## src/rtl/mu0_phase_sequencer.sv

```systemverilog
// MU0 phase sequencer: instruction register plus the FETCH/EXEC1/EXEC2
// control-phase FSM. It also counts retired instructions, flags illegal
// opcodes, and halts on STP.
//
// Front-panel protocol (the only handshake in this block):
//   run  is a level. It is sampled only when an instruction retires:
//        1 means fetch the next instruction, 0 means park in IDLE.
//   step is a one-cycle pulse. It is honoured only in IDLE while run=0,
//        and starts exactly one instruction. Outside IDLE it is ignored.
//   In HALT both inputs are ignored. Only reset leaves HALT.
module mu0_phase_sequencer #(
    parameter int          COUNT_WIDTH = 16,
    parameter logic [3:0]  OP_STP      = 4'h7
) (
    input  logic                   clk,
    input  logic                   rst_n,
    input  logic                   run,
    input  logic                   step,
    input  logic [15:0]            MEM_Q,
    output logic                   FETCH,
    output logic                   EXEC1,
    output logic                   EXEC2,
    output logic [3:0]             OP,
    output logic [11:0]            IR_ADDR,
    output logic                   HALTED,
    output logic                   ILLEGAL,
    output logic [COUNT_WIDTH-1:0] INSTR_COUNT,
    output logic [2:0]             state_dbg
);

    typedef enum logic [2:0] {
        S_IDLE  = 3'd0,
        S_FETCH = 3'd1,
        S_EXEC1 = 3'd2,
        S_EXEC2 = 3'd3,
        S_HALT  = 3'd4
    } state_t;

    state_t                 state_q, state_d;
    logic [15:0]            ir_q;
    logic                   illegal_q;
    logic [COUNT_WIDTH-1:0] count_q;
    logic                   retire;
    logic                   set_illegal;
    logic [3:0]             op;

    assign op = ir_q[15:12];

    // State register; reset abandons any in-flight instruction
    always_ff @(posedge clk) begin
        if (!rst_n) begin
            state_q <= S_IDLE;
        end else begin
            state_q <= state_d;
        end
    end

    // Next-state decode. Retirement is flagged here so that the counter
    // and the illegal flag stay in step with the FSM.
    always_comb begin
        state_d     = state_q;
        retire      = 1'b0;
        set_illegal = 1'b0;
        case (state_q)
            S_IDLE: begin
                if (run || step) begin
                    state_d = S_FETCH;
                end
            end
            S_FETCH: begin
                state_d = S_EXEC1;
            end
            S_EXEC1: begin
                // LDA, ADD and SUB need a second execute cycle (memory read).
                if (op == 4'h0 || op == 4'h2 || op == 4'h3) begin
                    state_d = S_EXEC2;
                end else if (op == OP_STP) begin
                    state_d = S_HALT;
                end else begin
                    retire      = 1'b1;
                    set_illegal = (op >= 4'hB);
                    state_d     = run ? S_FETCH : S_IDLE;
                end
            end
            S_EXEC2: begin
                retire  = 1'b1;
                state_d = run ? S_FETCH : S_IDLE;
            end
            S_HALT: begin
                state_d = S_HALT;
            end
            default: begin
                state_d = S_IDLE;
            end
        endcase
    end

    // Instruction register: loaded only at the end of FETCH
    always_ff @(posedge clk) begin
        if (!rst_n) begin
            ir_q <= 16'h0000;
        end else if (state_q == S_FETCH) begin
            ir_q <= MEM_Q;
        end
    end

    // Sticky illegal flag and saturating retired-instruction counter
    always_ff @(posedge clk) begin
        if (!rst_n) begin
            illegal_q <= 1'b0;
            count_q   <= '0;
        end else begin
            if (set_illegal) begin
                illegal_q <= 1'b1;
            end
            if (retire && (count_q != {COUNT_WIDTH{1'b1}})) begin
                count_q <= count_q + COUNT_WIDTH'(1);
            end
        end
    end

    assign FETCH       = (state_q == S_FETCH);
    assign EXEC1       = (state_q == S_EXEC1);
    assign EXEC2       = (state_q == S_EXEC2);
    assign HALTED      = (state_q == S_HALT);
    assign OP          = ir_q[15:12];
    assign IR_ADDR     = ir_q[11:0];
    assign ILLEGAL     = illegal_q;
    assign INSTR_COUNT = count_q;
    assign state_dbg   = state_q;

endmodule

```

## config.mk

```make
export PLATFORM = sky130hd
export DESIGN_NAME = mu0_phase_sequencer
export DESIGN_NICKNAME = d
export VERILOG_FILES = /design/src/rtl/mu0_phase_sequencer.sv
export SDC_FILE = /design/constraint.sdc
export NUM_CORES = 1
export LEC_CHECK = 0
export CAP_MARGIN = 20
export CORE_MARGIN = 3
export CORE_UTILIZATION = 35
export CTS_BUF_LIST = sky130_fd_sc_hd__clkbuf_16
export DETAILED_ROUTE_END_ITERATION = 7
export SLEW_MARGIN = 10
export SYNTH_ARGS = -nofsm -noshare
export SYNTH_HDL_FRONTEND = slang
export SYNTH_SLANG_ARGS = --single-unit
```

## constraint.sdc

```tcl
create_clock -name clk -period 2.7 [get_ports clk]
set_clock_uncertainty 0.2 [all_clocks]
set_input_delay 0.405 -clock clk [delete_from_list [all_inputs] [get_ports clk]]
set_output_delay 0.405 -clock clk [all_outputs]
set_load 0.03 [all_outputs]
```

# --- Yosys cells after proc, flatten, opt, wreduce, memory -nomap -nowiden ---
# Cells that the tools add are included.
classes:
  eq_ne: 9
  mul: 0
  add_sub_neg: 1
  magnitude_cmp: 1
  reduce_logical: 6
  n_mux: 11
  bitwise: 0
  shifts: 0
  div: 0
op_table:
  columns: ["op", "n"]
  rows:
  - ["16-bit by 1-bit adder with 16-bit output, second input constant", 1]
  - ["16-bit != test, second input constant", 1]
  - ["3-bit case mux with 5 select lines", 1]
  - ["3-bit two-way mux", 3]
  - ["4-bit by 2-bit equality test with 1-bit output, second input constant", 2]
  - ["3-bit by 2-bit equality test with 1-bit output, second input constant", 2]
  - ["1-bit two-way mux", 6]
  - ["4-bit by 3-bit equality test with 1-bit output, second input constant", 1]
  - ["4-bit >= comparator, second input constant", 1]
  - ["4-bit zero test", 1]
  - ["3-bit by 1-bit equality test with 1-bit output, second input constant", 1]
  - ["3-bit equality test, second input constant", 1]
  - ["3-bit zero test", 1]
  - ["1-bit logical OR", 3]
  - ["2-bit != test, second input constant", 1]
  - ["1-bit case mux with 2 select lines", 1]
  - ["1-bit logical AND", 1]
totals:
  output_inout_bits: 40
  inputBits: 20
  reg_bits: 36
  latch_bits: 0
  mem_count: 0
  ramBits: 0
  word_cells: 32
  romBits: 0

# --- Depth between registers and ports, before layout ---
# Gate-level depths: netlist of the first run.
logic_depth:
  ltp_word: 6
  ltp_mapped: 7
  depth_no_buf: 5

# --- Worst setup path after synthesis of the first run ---
# OpenSTA, ideal clock, no wires.
synth_timing:
  path_type: "reg2reg"
  from: "reg count_q[1] (netlist: INSTR_COUNT[1])"
  to: "reg count_q[1] (netlist: INSTR_COUNT[1])"
  path_buffers: 2
  required_ns: 2.385
  setup_slack_ns: 0.546
  stages_incl_launch_ff: 8
  setup_ns: 0.115
  t_arrival_ns: 1.840
  period_less_slack_ns: 2.154
  path_cell_list: "dfxtp_1 ha_1 and4_1 nor4bb_4 buf_6 buf_4 nor3b_1 o21a_1"
synth_via:
  elab_chain_len: 2
  word_cells_on_any_way: 3
  cone_classes: "add/sub (1); eq/ne (1); reduce/logical (1)"
synth_rtl:
  columns: ["element", "line", "text"]
  rows:
  - ["start: declaration", "42", "logic [COUNT_WIDTH-1:0] count_q;"]
  - ["start signal: assignment", "117", "count_q <= count_q + COUNT_WIDTH'(1);"]
  - ["branches (longest 2 deep; another with 16-bit by 1-bit adder with 16-bit output)", null, null]
# Several ways; the timed one is not identified.
# A chain may end at the register's enable or synchronous reset.

# --- Worst setup path in the final report of the first run ---
layout_timing:
  from: "reg state_q[1] (netlist: state_dbg[1])"
  to: "out EXEC1"
layout_via:
  elab_chain_len: 1
layout_rtl:
  columns: ["element", "line", "text"]
  rows:
  - ["start: declaration", "39", "state_t state_q, state_d;"]
  - ["start signal: assignment", "54", "state_q <= state_d;"]
  - ["3-bit by 2-bit equality test with 1-bit output", "123", "assign EXEC1 = (state_q == S_EXEC1);"]
  - ["end: declaration", "21", "output logic EXEC1,"]
# No other way between the ends.

==> results of run 1 <==
==> metrics by stage <==
step / setup slack [ns] / power, mW
global placement: 0.432 / 0.850
finish: 0.345 / 1.36
global route: 0.241 / 1.43
detailed placement: 0.414 / 0.851
CTS: 0.101 / 1.39
floorplan: 0.546 / 0.738
==> metal layers <==
layer,part of all wire [%],GRT usage [%]
met1,50,21.4
met2,45,22.3
met3,4.0,5.54
met4,1.0,4.66
met5,0,0
==> worst max-delay path: cells and delay by family (launching register included) <==
family / cells / cell delay (ns)
and+or+nand+nor: 2 / 0.30
buffers and inverters: 1 / 0.71
DFF: 1 / 0.47
==> flip-flops by register name (all words and copies together) (netlist names) <==
register     count
ir_q            16
ILLEGAL          1
INSTR_COUNT     16
state_dbg        3
==> kinds of logic after synthesis <==
| kind of cell | Yosys count |
|---|---|
| and+or+nand+nor | 97 |
| AOI/OAI and AO/OA | 46 |
| adders and majority gates | 1 |
| buffers and inverters | 15 |
| muxes | 5 |
| DFF | 36 |
==> cells in the final DEF (no fill, tap or decap), types with 2 or more instances in the layout <==
master / count
mux2i_1: 5
buf_4: 5
nor2_1: 3
inv_1: 3
nor4_1: 5
and3_1: 3
clkinv_1: 2
nand2b_1: 10
nor2b_1: 2
nor3b_1: 2
clkdlybuf4s50_1: 58
nand2_1: 43
or4_1: 5
dfxtp_1: 36
o21a_1: 2
nand4_1: 3
or3_1: 2
and4_1: 2
o21ai_0: 2
a21oi_1: 25
clkbuf_16: 5
o31ai_1: 6
nand3_1: 8
o41ai_1: 2
nor3_1: 3
==> area by class of cell <==
| class | instances | area share (%) |
|---|---|---|
| Clock buffer | 5 | 5.09 |
| Clock inverter | 2 | 0.306 |
| Inverter | 4 | 0.611 |
| Multi-Input combinational cell | 149 | 36.3 |
| Sequential cell | 36 | 29.3 |
| Tap cell | 52 | 2.65 |
| Timing Repair Buffer | 64 | 25.7 |
==> worst min-delay path by stage <==
stage	from	end	slack, ns	cells after the start
3_3_place_gp	ir_q[6]$_SDFFE_PN0P_	ir_q[6]$_SDFFE_PN0P_	0.24	2
3_5_place_dp	ir_q[0]$_SDFFE_PN0P_	ir_q[0]$_SDFFE_PN0P_	0.25	2
5_1_grt	ir_q[0]$_SDFFE_PN0P_	ir_q[0]$_SDFFE_PN0P_	0.27	2
4_1_cts	ir_q[5]$_SDFFE_PN0P_	ir_q[5]$_SDFFE_PN0P_	0.26	2
6_report	ir_q[5]$_SDFFE_PN0P_	ir_q[5]$_SDFFE_PN0P_	0.25	2
2_1_floorplan	MEM_Q[4]	ir_q[4]$_SDFFE_PN0P_	0.34	2
==> power by group <==
part           switching (mW)  leakage [nW]  internal [mW]  total [mW]
registers              0.0253         0.293          0.557       0.583
logic                   0.145         0.526          0.110       0.255
clock network           0.195        0.0648          0.329       0.524
==> metrics.csv, run 1 <==
metric,value,unit
outcome,"complete, no violations",
num_vias,1641,
synthMuxAreaShare,2.95,%
grt_usage,15.4,%
dpl.cell_count,305,
clock-root-buffer,clkbuf_16,
post_cts_buffers,0,
max_freq,425,MHz
synthCells,200,
finalSetupViolCount,0,
clock-sinks,36,
synth_common_cells,"43 x nand2_1, 36 x dfxtp_1, 25 x a21oi_1, 10 x nand2b_1, 8 x nand3_1",
drtIter0Drc,47,
regToRegEndpoint,INSTR_COUNT[4]$_SDFFE_PN0P_,
fill_cells,444,
cp.required,2.10,ns
synth_top_family_by_area,simple AND/OR/NAND/NOR gates,
critical_path_class,reg2out,
period_share,87.2,%
async_reset_ff_share,0,%
holdBufCountCts,0,
place_area,2320,um2
synth_area_leaders,"dfxtp_1 43%, nand2_1 9.5%, a21oi_1 7.4%, nand2b_1 3.7%, mux2i_1 3.0%",
grt_pass1_wl,6.78,mm
yosysUniqueCellTypes,42,
synth-edff-count,0,
drc,0,
p_per_area,554,nW/um2
p_leak,0.884,nW
final_util,54.5,%
cp-start-kind,register,
final_max_slew_viol_count,0,
gp_congestion,0.809,
postRouteAntennaNets,0,
io_buffer_count,59,
syn_to_final_growth,44.9,%
maxCapViolCount,0,
seq_area,721,um2
drt-vias-per-instance,5.26,
die_x,75.6,um
holdWs,0.250,ns
clock_path_buffers,2,
clk_pin_slew,0.05,ns
start_util,37.6,%
crit_slowest_cell,clkdlybuf4s50_1,
worst-path-max-fanout,9,
relSlewSlack,43.6,%
max_stage_delay,0.71,ns
rsz0062_at_grt,false,
diodes,0,
synthXorXnorAreaFrac,0,%
clkLatencyLatePin,0.27,ns
hp-class,reg2reg,
worst_pin_slew,0.845,ns
die_area,5720,um2
finalNetCount,281,
ys_seq_elements,36,
synth.most_common_cell,nand2_1,
die_y,75.6,um
ir_worst_vdd,380,uV
worst_ep_arrival_time,1.75,ns
synth_seq_area_share,42.5,%
synth_warnings,0,
gr-total-overflow,0,
rr_startpoint,INSTR_COUNT[0]$_SDFFE_PN0P_,
syn_area_per_cell,8.48,um2
io_pins,60,
synth_flop_cell,dfxtp_1,
multi_input_area,892,um2
cts-resized-gates,0,
cts_buffers,5,
htree_levels,2,
setup_tns,0,ns
first_pass_iters,4,
finalWirelength,4.16,mm
finalNonFillerCells,312,
yosysTopAreaCell,dfxtp_1,
grt_max_degree,28,
syn_area,1700,um2
hold_viol,0,
antenna_found_initial,0,
cp-startpoint,state_dbg[1]$_SDFFE_PN0P_,
coreArea,4500,um2
wl_per_cell,13.3,um
hpwl,2.96,mm
critPathCapture,EXEC1,
synth_fa_ha_area_share,0.738,%
grt_pass1_vias,1454,
layout-drive-gt1-share,6.15,%
cts_tree,yes,
end_kind,output pin,
synth_top_area_share,42.5,%
yosys.area_share.simple,30.9,%
syn-num-nets,221,
r2r_setup_slack,0.58,ns
path_cells,"nand2b_1, nor2_1, clkdlybuf4s50_1",
min_period,2.36,ns
final_area,2460,um2
synth_compound_gate_area_share,18.0,%
reg2reg_depth,6,
rows,24,
Note: power is estimated with default switching activity, not from simulation.
==> inputs of run 2 (changes only) <==
Settings changed: RECOVER_POWER set to 100.
==> metrics.csv, run 2 (synthesis gave the netlist of run 1 again) <==
metric,value,unit,change
holdWs,0.247,ns,was 0.250 ns
ir_worst_vdd,380,uV,about the same
io_pins,60,,unchanged
syn_to_final_growth,43.8,%,was 44.9%
antenna_found_initial,0,,unchanged
grt_usage,15.4,%,unchanged
top_usage_layer,met2,,unchanged
max_freq,416,MHz,was 425 MHz
grt_max_degree,28,,unchanged
finalWirelength,4.17,mm,was 4.16 mm
hpwl,2.96,mm,unchanged
crit_cells,3,,unchanged
coreArea,4500,um2,unchanged
final_max_slew_viol_count,0,,unchanged
hold_viol,0,,unchanged
finalNetCount,281,,unchanged
rsz0062_at_grt,false,,unchanged
start_util,37.6,%,unchanged
htree_levels,2,,unchanged
grt_pass1_vias,1454,,unchanged
whs_path_depth,2,,unchanged
gr-total-overflow,0,,unchanged
rows,24,,unchanged
wl_per_cell,13.4,um,was 13.3 um
path_cells,"nand2b_1, nor2_1, dlygate4sd3_1",,"was nand2b_1, nor2_1, clkdlybuf4s50_1"
holdBufCountCts,0,,unchanged
diodes,0,,unchanged
cts_tree,yes,,unchanged
p_leak,0.986,nW,was 0.884 nW
cts_buffers,5,,unchanged
max_stage_delay,0.77,ns,was 0.71 ns
worst-path-max-fanout,9,,unchanged
min_period,2.40,ns,was 2.36 ns
num_vias,1663,,was 1641
gr-usage-met2,22.3,%,unchanged
relSlewSlack,44.1,%,was 43.6%
p_per_area,552,nW/um2,was 554 nW/um2
reg2reg_depth,6,,unchanged
clk_pin_slew,0.05,ns,about the same
worst_ep_arrival_time,1.80,ns,was 1.75 ns
critical_path_class,reg2out,,unchanged
finalPower,1.35,mW,was 1.36 mW
die_y,75.6,um,unchanged
maxCapViolCount,0,,unchanged
clock_path_buffers,2,,unchanged
final_cell_mix,"43 x nand2_1, 40 x dlygate4sd3_1, 36 x dfxtp_1",,"was 58 x clkdlybuf4s50_1, 43 x nand2_1, 36 x dfxtp_1"
io_buffer_count,59,,unchanged
layout-drive-gt1-share,5.00,%,was 6.15%
finalSetupViolCount,0,,unchanged
grtUsageMet3,5.54,%,unchanged
drc,0,,unchanged
hp-class,reg2reg,,unchanged
path_buf_inv,1,,unchanged
worst_pin_slew,0.838,ns,was 0.845 ns
cp-start-kind,register,,unchanged
die_x,75.6,um,unchanged
grt_use_met1,21.4,%,unchanged
clkLatencyLatePin,0.27,ns,about the same
first_pass_iters,4,,unchanged
crit_family,buffers and inverters,,unchanged
cp.required,2.10,ns,about the same
end_kind,output pin,,unchanged
period_share,89.1,%,was 87.2%
final_util,54.1,%,was 54.5%
drt-vias-per-instance,5.33,,was 5.26
die_area,5720,um2,unchanged
drtIter0Drc,63,,was 47
clock-sinks,36,,unchanged
setup_tns,0,ns,unchanged
layout_commonest_cell,nand2_1,,was clkdlybuf4s50_1
clock-root-buffer,clkbuf_16,,unchanged
postRouteAntennaNets,0,,unchanged
crit_slowest_cell,dlygate4sd3_1,,was clkdlybuf4s50_1
outcome,"complete, no violations",,unchanged
grt_pass1_wl,6.78,mm,unchanged
gp_congestion,0.809,,unchanged
run 2: power by group:
part	internal [mW]	switching (mW)	leakage, nW
clock network	0.329	0.195	0.0648
registers	0.557	0.0242	0.293
logic	0.0951	0.145	0.628
total	0.982	0.364	0.986
run 2: per-stage QoR:
| step | worst slack [ns] | area [um2] | std cells |
|---|---|---|---|
| after CTS | 0.101 | 2450 | 312 |
| after detailed placement | 0.414 | 2320 | 305 |
| after global routing | 0.193 | 2440 | 312 |
| after floorplan | 0.546 | 1700 | 200 |
| after global placement | 0.432 | 2320 | 305 |
| final | 0.296 | 2440 | 312 |
run 2: what timing repair did:
item                                    CTS  global route
endpoints found under the setup margin    0             1
resized for setup                         0             1
setup buffers                             0             0
hold endpoints to repair                  0             0
run 2: final timing paths:
check | startpoint | to | slack (ns)
hold reg to reg | ir_q[5]$_SDFFE_PN0P_ | ir_q[5]$_SDFFE_PN0P_ | 0.25
setup / recovery | state_dbg[1]$_SDFFE_PN0P_ | EXEC1 | 0.30
setup reg to reg | INSTR_COUNT[0]$_SDFFE_PN0P_ | INSTR_COUNT[4]$_SDFFE_PN0P_ | 0.48
hold / removal | ir_q[5]$_SDFFE_PN0P_ | ir_q[5]$_SDFFE_PN0P_ | 0.25
run 2: layer usage:
metal	wire length (um)	vias to the layer above
li1	-	846
met1	2020	775
met2	1910	38
met3	190	4
met4	43	0
met5	0	-
run 2: worst min-delay path, stage by stage, from the launching register on:
cell,delay (ns)
dfxtp_1,0.30
nand2_1,0.05
a21oi_1,0.05
run 2: final cells by class:
cell class	instances	area [um2]
clock buffers	5	125
clock inverters	2	7.51
fillers	445	2070
inverters	4	15.0
multi-input cells	149	892
flip-flops and latches	36	721
well taps	52	65.1
repair buffers	64	612
==> inputs of run 3 (changes only) <==
Settings changed: CORE_MARGIN 3 to not set.
==> metrics.csv, run 3 (synthesis gave the netlist of run 1 again) <==
metric,value,unit,change
outcome,"complete, no violations",,unchanged
rr_startpoint,INSTR_COUNT[0]$_SDFFE_PN0P_,,unchanged
maxCapViolCount,0,,unchanged
final_area,2480,um2,was 2440 um2
p_per_area,595,nW/um2,was 552 nW/um2
htree_levels,2,,unchanged
finalNonFillerCells,313,,was 312
worst-path-max-fanout,8,,was 9
gr-total-overflow,0,,unchanged
holdBufCountCts,0,,unchanged
holdWs,0.250,ns,was 0.247 ns
cts_buffers,5,,unchanged
postRouteAntennaNets,0,,unchanged
min_period,2.56,ns,was 2.40 ns
final_cell_mix,"43 x nand2_1, 40 x dlygate4sd3_1, 36 x dfxtp_1",,unchanged
grt_pass1_vias,1444,,was 1454
cp.required,2.10,ns,about the same
worst_pin_slew,0.842,ns,was 0.838 ns
diodes,0,,unchanged
final_util,55.0,%,was 54.1%
first_pass_iters,4,,unchanged
hold_viol,0,,unchanged
die_area,5130,um2,was 5720 um2
post_cts_buffers,0,,unchanged
final_max_slew_viol_count,0,,unchanged
crit_family,buffers and inverters,,unchanged
worst_ep_arrival_time,1.96,ns,was 1.80 ns
path_buf_inv,2,,was 1
die_y,71.6,um,was 75.6 um
setup_tns,0,ns,unchanged
place_area,2320,um2,unchanged
max_stage_delay,0.66,ns,was 0.77 ns
grt_pass1_wl,6.78,mm,unchanged
cts-resized-gates,0,,unchanged
layout-drive-gt1-share,6.51,%,was 5.00%
post-route-worst-setup-slack,0.136,ns,was 0.296 ns
wl_per_cell,13.0,um,was 13.4 um
die_x,71.6,um,was 75.6 um
syn_to_final_growth,46.2,%,was 43.8%
finalSetupViolCount,0,,unchanged
period_share,95.0,%,was 89.1%
io_buffer_count,59,,unchanged
num_vias,1644,,was 1663
path_cells,"nand2b_1, or2_2, inv_2, clkdlybuf4s50_1",,"was nand2b_1, nor2_1, dlygate4sd3_1"
clk_pin_slew,0.06,ns,was 0.05 ns
grt_max_degree,28,,unchanged
relSlewSlack,43.8,%,was 44.1%
rsz0062_at_grt,false,,unchanged
end_kind,output pin,,unchanged
critical_path_class,reg2out,,unchanged
layout_commonest_cell,nand2_1,,unchanged
coreArea,4500,um2,unchanged
dpl.cell_count,305,,unchanged
hp-class,reg2reg,,unchanged
antenna_found_initial,0,,unchanged
cts_tree,yes,,unchanged
crit_slowest_cell,clkdlybuf4s50_1,,was dlygate4sd3_1
clock-sinks,36,,unchanged
fill_cells,443,,was 445
io_pins,60,,unchanged
gp_congestion,0.783,,was 0.809
max_freq,390,MHz,was 416 MHz
finalPower,1.48,mW,was 1.35 mW
drt-vias-per-instance,5.25,,was 5.33
clock_path_buffers,2,,unchanged
start_util,37.6,%,unchanged
finalNetCount,281,,unchanged
holdCritStartpoint,ir_q[11]$_SDFFE_PN0P_,,was ir_q[5]$_SDFFE_PN0P_
finalWirelength,4.07,mm,was 4.17 mm
ir_worst_vdd,276,uV,was 380 uV
clkLatencyLatePin,0.28,ns,was 0.27 ns
rows,24,,unchanged
clock-root-buffer,clkbuf_16,,unchanged
drc,0,,unchanged
hpwl,2.81,mm,was 2.96 mm
cp-startpoint,state_dbg[0]$_SDFFE_PN0P_,,was state_dbg[1]$_SDFFE_PN0P_
drtIter0Drc,100,,was 63
dp_slack,0.428,ns,was 0.414 ns
grt_usage,16.8,%,was 15.4%
p_leak,1.00,nW,was 0.986 nW
cp-start-kind,register,,unchanged
[run 3: routing by layer]
metal  part of all wire, %  wire length (um)  track usage (%)  vias up
met5                     0                 0                0        -
met4                  0.84                34             5.88        0
met3                   4.1               167             4.22        2
met2                    45              1810             24.5       39
met1                    50              2050             23.9      757
li1                      -                 -                -      846
[run 3: worst paths after layout]
check,end,slack (ns),cells past startpoint
worst min-delay path,ir_q[11]$_SDFFE_PN0P_,0.25,2
worst min register to register,ir_q[11]$_SDFFE_PN0P_,0.25,2
worst max register to register,INSTR_COUNT[1]$_SDFFE_PN0P_,0.26,6
worst max-delay path,FETCH,0.14,4
[run 3: tightest hold or removal path: cells and delay by family (launching register included)]
kind | cells | cell delay, ns
flip-flops | 1 | 0.30
AND/OR/NAND/NOR | 1 | 0.05
AO/OA/AOI/OAI | 1 | 0.05
[run 3: report_power, final]
part / switching (mW) / internal, mW
Sequential: 0.0241 / 0.557
Combinational: 0.144 / 0.0988
Clock: 0.219 / 0.433
[run 3: layout make-up]
cell class	count	area (um2)	share of cell area, %
clock inverters	3	42.5	1.72
repair buffers	64	618	24.9
inverters	4	15.0	0.606
multi-input cells	149	892	36.0
well taps	52	65.1	2.62
clock buffers	5	125	5.05
flip-flops and latches	36	721	29.1
